**src/rtl/bus_pkg.sv**
```systemverilog
// Shared types and constants for the criscv bus fabric: FSM encoding, error
// cause codes, default error read data and the default memory map.
package bus_pkg;

  typedef enum logic [1:0] {
    ST_IDLE = 2'd0,
    ST_BUSY = 2'd1,
    ST_ERR  = 2'd2,
    ST_DONE = 2'd3
  } bus_state_e;

  typedef enum logic [1:0] {
    CAUSE_NONE     = 2'b00,
    CAUSE_UNMAPPED = 2'b01,
    CAUSE_TIMEOUT  = 2'b10
  } bus_cause_e;

  localparam logic [31:0] ERR_DATA_DEFAULT = 32'hDEAD_BEEF;

  localparam logic [31:0] RAM_BASE   = 32'h0000_0000;
  localparam logic [31:0] RAM_MASK   = 32'hFFFF_0000;
  localparam logic [31:0] SDRAM_BASE = 32'h0000_0000;
  localparam logic [31:0] SDRAM_MASK = 32'h8000_0000;
  localparam logic [31:0] PER_BASE   = 32'h8000_0000;
  localparam logic [31:0] PER_MASK   = 32'h8000_0000;

  // Slave index width; a single-slave fabric still carries a 1-bit index.
  function automatic int idx_width(input int n);
    return (n > 1) ? $clog2(n) : 1;
  endfunction

endpackage

```
**src/rtl/bus_region_decode.sv**
```systemverilog
// Priority base/mask region decoder: the lowest-numbered matching region wins.
// Purely combinational so it can be shared by a future multi-master arbiter.
module bus_region_decode
  import bus_pkg::*;
#(
  parameter int                         NSLAVE   = 3,
  parameter int                         ADDR_W   = 32,
  parameter logic [NSLAVE*ADDR_W-1:0]   BASE_VEC = {PER_BASE, SDRAM_BASE, RAM_BASE},
  parameter logic [NSLAVE*ADDR_W-1:0]   MASK_VEC = {PER_MASK, SDRAM_MASK, RAM_MASK},
  localparam int                        IDX_W    = idx_width(NSLAVE)
) (
  input  logic [ADDR_W-1:0] addr_i,
  output logic              hit_o,
  output logic [IDX_W-1:0]  idx_o
);

  // Scan from the top down so a lower index overwrites any higher match.
  always_comb begin
    hit_o = 1'b0;
    idx_o = '0;
    for (int i = NSLAVE - 1; i >= 0; i--) begin
      if ((addr_i & MASK_VEC[i*ADDR_W +: ADDR_W]) == BASE_VEC[i*ADDR_W +: ADDR_W]) begin
        hit_o = 1'b1;
        idx_o = IDX_W'(i);
      end
    end
  end

endmodule

```
**src/rtl/bus_fabric.sv**
```systemverilog
// Single-master, N-slave bus router with latched slave select, unmapped and
// timeout error responses and a sticky bus_err. Optional BUS_FABRIC_ERR_CAPTURE_EN
// adds first-error address/cause capture; otherwise err_addr/err_cause read 0.
module bus_fabric
  import bus_pkg::*;
#(
  parameter int                         NSLAVE   = 3,
  parameter int                         ADDR_W   = 32,
  parameter int                         DATA_W   = 32,
  parameter logic [NSLAVE*ADDR_W-1:0]   BASE_VEC = {PER_BASE, SDRAM_BASE, RAM_BASE},
  parameter logic [NSLAVE*ADDR_W-1:0]   MASK_VEC = {PER_MASK, SDRAM_MASK, RAM_MASK},
  parameter int                         TIMEOUT  = 1023,
  parameter logic [DATA_W-1:0]          ERR_DATA = ERR_DATA_DEFAULT
) (
  input  logic                     clk,
  input  logic                     reset,
  input  logic [ADDR_W-1:0]        m_address,
  input  logic                     m_rw_req,
  output logic [DATA_W-1:0]        m_read_data,
  output logic                     m_rec,
  output logic [NSLAVE-1:0]        s_rw_req,
  input  logic [NSLAVE*DATA_W-1:0] s_read_data,
  input  logic [NSLAVE-1:0]        s_rec,
  output logic                     bus_err,
  input  logic                     err_clear,
  output logic [ADDR_W-1:0]        err_addr,
  output logic [1:0]               err_cause,
  output logic [1:0]               dbg_state
);

  localparam int          IDX_W    = idx_width(NSLAVE);
  localparam logic [15:0] TMR_LAST = 16'(TIMEOUT - 1);

  bus_state_e          state_q, state_d;
  logic [IDX_W-1:0]    sel_q, sel_d;
  logic [15:0]         timer_q, timer_d;
  logic                m_rec_q, m_rec_d;
  logic [DATA_W-1:0]   rdata_q, rdata_d;
  logic                bus_err_q, bus_err_d;
  logic                err_set;
  bus_cause_e          err_code;
  logic                dec_hit;
  logic [IDX_W-1:0]    dec_idx;
  logic                sel_rec;
  logic [DATA_W-1:0]   sel_rdata;

  bus_region_decode #(
    .NSLAVE   (NSLAVE),
    .ADDR_W   (ADDR_W),
    .BASE_VEC (BASE_VEC),
    .MASK_VEC (MASK_VEC)
  ) u_decode (
    .addr_i (m_address),
    .hit_o  (dec_hit),
    .idx_o  (dec_idx)
  );

  assign sel_rec   = s_rec[sel_q];
  assign sel_rdata = s_read_data[int'(sel_q)*DATA_W +: DATA_W];

  // Handshake: m_rw_req is a level held until the one-cycle m_rec pulse; the
  // selected s_rw_req mirrors it while BUSY, and DONE waits for the master to
  // drop its request so a held request cannot re-trigger the slave.
  always_comb begin
    state_d  = state_q;
    sel_d    = sel_q;
    timer_d  = timer_q;
    m_rec_d  = 1'b0;
    rdata_d  = rdata_q;
    s_rw_req = '0;
    err_set  = 1'b0;
    err_code = CAUSE_NONE;
    case (state_q)
      ST_IDLE: begin
        if (m_rw_req) begin
          if (dec_hit) begin
            sel_d   = dec_idx;
            timer_d = '0;
            state_d = ST_BUSY;
          end else begin
            err_set  = 1'b1;
            err_code = CAUSE_UNMAPPED;
            state_d  = ST_ERR;
          end
        end
      end
      ST_BUSY: begin
        s_rw_req[sel_q] = m_rw_req;
        timer_d         = timer_q + 16'd1;
        if (!m_rw_req) begin
          state_d = ST_IDLE;
        end else if (sel_rec) begin
          m_rec_d = 1'b1;
          rdata_d = sel_rdata;
          state_d = ST_DONE;
        end else if (timer_q == TMR_LAST) begin
          err_set  = 1'b1;
          err_code = CAUSE_TIMEOUT;
          state_d  = ST_ERR;
        end
      end
      ST_ERR: begin
        m_rec_d = 1'b1;
        rdata_d = ERR_DATA;
        state_d = ST_DONE;
      end
      ST_DONE: begin
        if (!m_rw_req) state_d = ST_IDLE;
      end
      default: state_d = ST_IDLE;
    endcase
  end

  // A new error outranks a simultaneous clear.
  assign bus_err_d = err_set ? 1'b1 : (err_clear ? 1'b0 : bus_err_q);

  always_ff @(posedge clk or negedge reset) begin
    if (!reset) begin
      state_q   <= ST_IDLE;
      sel_q     <= '0;
      timer_q   <= '0;
      m_rec_q   <= 1'b0;
      rdata_q   <= '0;
      bus_err_q <= 1'b0;
    end else begin
      state_q   <= state_d;
      sel_q     <= sel_d;
      timer_q   <= timer_d;
      m_rec_q   <= m_rec_d;
      rdata_q   <= rdata_d;
      bus_err_q <= bus_err_d;
    end
  end

`ifdef BUS_FABRIC_ERR_CAPTURE_EN
  logic [ADDR_W-1:0] err_addr_q, err_addr_d;
  logic [1:0]        err_cause_q, err_cause_d;

  always_comb begin
    err_addr_d  = err_addr_q;
    err_cause_d = err_cause_q;
    if (err_set && (!bus_err_q || err_clear)) begin
      err_addr_d  = m_address;
      err_cause_d = err_code;
    end else if (err_clear) begin
      err_addr_d  = '0;
      err_cause_d = CAUSE_NONE;
    end
  end

  always_ff @(posedge clk or negedge reset) begin
    if (!reset) begin
      err_addr_q  <= '0;
      err_cause_q <= CAUSE_NONE;
    end else begin
      err_addr_q  <= err_addr_d;
      err_cause_q <= err_cause_d;
    end
  end

  assign err_addr  = err_addr_q;
  assign err_cause = err_cause_q;
`else
  assign err_addr  = '0;
  assign err_cause = CAUSE_NONE;
`endif

  assign m_rec       = m_rec_q;
  assign m_read_data = rdata_q;
  assign bus_err     = bus_err_q;
  assign dbg_state   = state_q;

endmodule

```
**config.mk**
```make
export PLATFORM = sky130hd
export DESIGN_NAME = bus_fabric
export DESIGN_NICKNAME = d
export VERILOG_FILES = /design/src/rtl/bus_pkg.sv /design/src/rtl/bus_region_decode.sv /design/src/rtl/bus_fabric.sv
export SDC_FILE = /design/constraint.sdc
export NUM_CORES = 1
export LEC_CHECK = 0
export CAP_MARGIN = 20
export CORE_MARGIN = 1.5
export CORE_UTILIZATION = 35
export CTS_CLUSTER_DIAMETER = 80
export DETAILED_ROUTE_END_ITERATION = 12
export GPL_TIMING_DRIVEN = 0
export PLACE_DENSITY = 0.78
export SETUP_SLACK_MARGIN = 0.5
export SLEW_MARGIN = 20
export SYNTH_ARGS = -nofsm -noshare
export SYNTH_HDL_FRONTEND = slang
export SYNTH_SLANG_ARGS = --single-unit
```
**constraint.sdc**
```tcl
create_clock -name clk -period 1.87 [get_ports clk]
set_input_delay 0.561 -clock clk [delete_from_list [all_inputs] [get_ports clk]]
set_output_delay 0.561 -clock clk [all_outputs]
set_load 0.01 [all_outputs]
```
### After elaboration in Yosys (flattened, before gate mapping)

Cells that the tools add are included.
W data, S select, Z words.

| operators by class | value |
|---|---|
| bitwise operators | 1 |
| muxes and demuxes | 35 |
| reductions and logical operators | 11 |
| shift-type cells | 1 |
| equal/unequal tests | 10 |
| magnitude comparators | 2 |
| $add $sub $neg | 1 |

Operators with widths:

| cell | count |
|---|---|
| $shiftx A96 B8 Y32 | 1 |
| $logic_not A32 Y1 | 2 |
| $mux W32 | 2 |
| $pmux W32 S2 | 1 |
| $mux W16 | 2 |
| $pmux W16 S2 | 1 |
| $mux W2 | 9 |
| $add A16 B1 Y16 const B | 1 |
| $eq A16 B10 Y1 const B | 1 |
| $mux W1 | 14 |
| $reduce_and A3 Y1 | 4 |
| $ne A2 B2 Y1 const B | 5 |
| $pmux W2 S4 | 1 |
| $reduce_bool A2 Y1 | 3 |
| $eq A2 B2 Y1 const B | 2 |
| $ne A4 B4 Y1 const B | 1 |
| $pmux W1 S2 | 2 |
| $and A3 B3 Y3 | 1 |
| $lt A2 B3 Y1 const B | 1 |
| $mux W3 | 1 |
| $bmux W1 S2 | 1 |
| $demux W1 S2 | 1 |
| $eq A2 B1 Y1 const B | 1 |
| $ge A2 B1 Y1 const B | 1 |
| 2 further kinds | 2 |

| storage, ports and cells | value |
|---|---|
| output and inout bits | 73 |
| bits of input ports | 135 |
| flip-flop bits (word level) | 54 |

### Depth between registers and ports, before layout

| depth | value |
|---|---|
| depth in word-level cells | 7 |
| gate-level depth with buffers | 8 |
| gate-level depth less buffers | 7 |

### By module

Synthesis repeated with hierarchy kept, for this count alone.

| second synthesis, totals | value |
|---|---|
| cells, all modules | 368 |
| area, all modules | 3,649.8 um^2 |

By module, submodules not included:

| module | cells an instance | area an instance (um^2) | instances |
|---|---|---|---|
| bus_fabric | 360 | 3,602.2 | 1 |
| bus_region_decode | 8 | 47.5 | 1 |

### Worst setup path after synthesis

OpenSTA, ideal clock, no wires.

| timing | value |
|---|---|
| kind | flip-flop to output port |
| start point | register with a tool-made name |
| end point | output s_rw_req[2] |
| path buffers | 0 |
| arrival time | 1,265 ps |
| cell stages (with the launch flop) | 5 |
| path slack | 44 ps |
| data required time | 1,309 ps |
| cell sequence | dfrtp_1 inv_1 ha_1 nand2_1 nor3b_1 |

RTL lines:

| what | line | source |
|---|---|---|
| end, declared | bus_fabric.sv:21 | `output logic [NSLAVE-1:0] s_rw_req,` |

### Final worst setup path

| timing | value |
|---|---|
| start point | register sel_q[0] |
| end point | register rdata_q[2], in the netlist m_read_data[2] |

| between the ends | value |
|---|---|
| word-level cells in the longest chain between the ends | 4 |
| elaborated cells on any way between the ends | 8 |
| those cells by class | 1 x eq/ne; 1 x shift; 5 x mux; 1 x reduce/logical |

Ends and longest elaborated chain:

| what | line | source |
|---|---|---|
| start, declared | bus_fabric.sv:35 | `logic [IDX_W-1:0] sel_q, sel_d;` |
| start signal, assigned | bus_fabric.sv:127 | `sel_q <= sel_d;` |
| $shiftx A96 B8 Y32 or $bmux W1 S2 (tied branches) | bus_fabric.sv:59, bus_fabric.sv:58 |  |
| $mux W32 or $mux W1 (tied branches) | bus_fabric.sv:92, bus_fabric.sv:58 |  |
| $mux W32 or $ne A2 B2 Y1 (tied branches) | n/a |  |
| $pmux W32 S2 or $reduce_and A3 Y1 (tied branches) | n/a |  |
| end signal, assigned | bus_fabric.sv:130 | `rdata_q <= rdata_d;` |
| end, declared | bus_fabric.sv:38 | `logic [DATA_W-1:0] rdata_q, rdata_d;` |

Several ways; a longest one is shown, not always the timed one. The select of a mux whose other input is x is not followed.
A chain may end at the register's enable or synchronous reset.

==> results.yml <==
place:
  gp_congestion: 0.769
  dpl.hpwl_um: 7990
  dpl_cell_area_mm2: 0.00552
  portBuffers: 157
  place_inst: 674
cts:
  cts_root_buffer: "clkbuf_8"
  cts_hold_buf: 0
  numCtsBuffers: 5
  clock-sinks: 54
  cts.clk_slew.worst_paths_ns: 0.10
  cts.htree.levels: 2
  clock_latency_ns: 0.31
  cts_buffer_depth: 2
  cts_tree: "yes"
power_and_ir_drop:
  ir_drop_v: 0.000670
  total_power_mw: 8.26
  power_density_mw_per_mm2: 1300
  p_leak_nw: 3.01
yosys:
  synth_top_area_share_pct: 38.3
  synth.area.top_cells: "dfrtp_1, mux2i_1, mux2_4"
  synth_edf_count: 0
  ys_top_cells_by_count: "dfrtp_1, o21ai_0, mux2i_1, buf_4, a21oi_1"
  synth.most_common_cell: "dfrtp_1"
  synth.distinct_cells: 41
  synthArstFlopShare_pct: 100
  synth_ff_type: "dfrtp_1"
  synth_area_leader_cell: "dfrtp_1"
  ys_ff_latch: 54
  ys_warn_count: 0
  syn_inst: 351
  seq_area_frac_synth_pct: 38.3
  avgSynthCellArea_um2: 10.1
  synth_area_mm2: 0.00353
route:
  first_iter_violations: 73
  dr.pass1.iters: 4
  wire_per_inst_um: 15.0
  drc: 0
  routed_wl_um: 11100
  vias: 3472
  drtAntennaViolNets: 0
  vias_per_cell: 4.69
global_route:
  use_met3_pct: 4.97
  met1_usage_pct: 22.5
  grt_pass1_vias: 3542
  grt_use_met2_pct: 38.1
  grt_start_max_net_pins: 55
  grt_util_all_layers_pct: 20.4
  grt_antenna_before_repair: 0
  grt_pass1_wl_um: 16600
  busiest_layer: "met2"
  overflow: 0
worst_setup_path:
  path_class: "reg -> reg"
  arrival_ns: 2.21
  cp-start-kind: "flop"
  reg2reg_depth: 10
  crit_path_max_fanout: 5
  cp.required_ns: 2.07
  endpoint_kind: "flop"
layout:
  fill_cells: 796
  area_delta_synth_final_pct: 80.1
  fin_cells: 740
  diodes: 0
  num-nets-final: 747
  drive_above_1_share_pct: 37.4
  fin_area_mm2: 0.00636
sta:
  fin_ws_ns: -0.143
  hold_violations: 0
  max_slew_margin_pct: 53.7
  drv_slew: 0
  post-route-min-period_ns: 2.01
  rsz0062_at_grt: "true"
  hold_ws_ns: 0.285
  period_share_pct: 108
  tightest_slew_ns: 0.694
  setup_viol: 34
  skew_ns: 0.00925
  setup_tns_ns: -3.08
  max_freq_mhz: 497
status:
  status: "complete, but fails checks"
  violations: "negative setup slack"
die:
  die_w_um: 103
  die_h_um: 103
  die_area_mm2: 0.0107
  ios: 208
  start_util_pct: 36.1
  coreArea_mm2: 0.00977
  rows: 36
job:
  cap_viol_max_count: 0
worst_hold_path:
  hold_path_class: "in -> async"
through the flow:
| stage | util (%) | worst slack (ns) |
|---|---|---|
| 6_report | 65.1 | -0.143 |
| 5_1_grt | 65.1 | -0.179 |
| 4_1_cts | 61.1 | -0.138 |
| 3_5_place_dp | 56.4 | -0.761 |
| 3_3_place_gp | 56.5 | -1.65 |
| 2_1_floorplan | - | 0.101 |
repair_timing:
action | 4_1_cts | 5_1_grt
resized for setup | 201 | 54
pin swaps | 8 | 18
setup buffers | 41 | 14
hold endpoints to repair | 0 | 0
endpoints found under the setup margin | 92 | 93
gates cloned | 2 | 1
per-layer routing:
metal  wire length (µm)  part of all wire, %
met3                653                  5.9
met5                  0                    0
met2               6030                   54
met4                191                  1.7
met1               4200                   38
final timing paths:
check | from | end | slack [ns]
max | sel_q[0]$_DFFE_PN0P_ | m_read_data[2]$_DFFE_PN0P_ | -0.14
max in group asynchronous | reset | dbg_state[0]$_DFFE_PN0P_ | 1.09
min in group clk | m_read_data[19]$_DFFE_PN0P_ | m_read_data[19]$_DFFE_PN0P_ | 0.52
max reg2reg | sel_q[0]$_DFFE_PN0P_ | m_read_data[2]$_DFFE_PN0P_ | -0.14
min reg2reg | m_read_data[19]$_DFFE_PN0P_ | m_read_data[19]$_DFFE_PN0P_ | 0.52
min | reset | timer_q[10]$_DFFE_PN0P_ | 0.28
flip-flops by register name, indices dropped and copies added (netlist names), named ones only:
register / flops
m_read_data: 32
timer_q: 16
sel_q: 2
bus_err: 1
dbg_state: 1
m_rec: 1
cell type report:
type | count | area [µm²] | share of cell area (%)
Inverter | 8 | 30.0 | 0.472
Buffer | 54 | 449 | 7.06
Clock buffer | 7 | 76.3 | 1.20
Timing Repair Buffer | 215 | 2060 | 32.3
Tap cell | 133 | 166 | 2.62
Multi-Input combinational cell | 268 | 2200 | 34.6
Sequential cell | 54 | 1350 | 21.3
Clock inverter | 1 | 30.0 | 0.472
placed cells by master (no fill, tap or decap), types with 3 or more instances in the layout:
cell type	count
clkdlybuf4s50_1	114
buf_4	75
dfrtp_1	53
buf_6	38
o21ai_0	36
mux2i_1	35
conb_1	34
a21oi_1	26
mux2_4	25
buf_2	23
nand2_1	16
nor2_1	10
a22o_1	8
inv_1	6
clkbuf_8	6
clkbuf_1	5
nor2b_4	4
nor3_4	4
xor2_1	4
xnor2_1	4
ha_1	4
nand3_4	3
o21ai_1	3
nor3_2	3
nand4_1	3
nor4_2	3
buf_12	3
nand3_1	3
cell families after synthesis:
family	Yosys count	synth area share (%)
compound gates	83	13.5
simple gates	73	10.6
mux	62	20.8
buf+inv	62	12.0
flops	54	38.3
xor+xnor	10	2.48
fa+ha+maj	6	2.13
other cells	1	0.106
critical path, stage by stage (launching register included):
cell and delay (ns):
dfrtp_1 0.39, buf_6 0.12, nor2b_4 0.12, buf_6 0.12
buf_6 0.12, o2bb2ai_4 0.13, nor2b_4 0.14, a21oi_4 0.16
buf_6 0.16, clkbuf_16 0.15, mux2_4 0.29
power by group:
part / switching [mW] / total (mW) / internal (mW)
sequential: 0.327 / 1.94 / 1.61
combinational: 2.26 / 5.54 / 3.27
clock: 0.386 / 0.788 / 0.402
total: 2.98 / 8.26 / 5.28
Power figures use the tool's default switching activity.
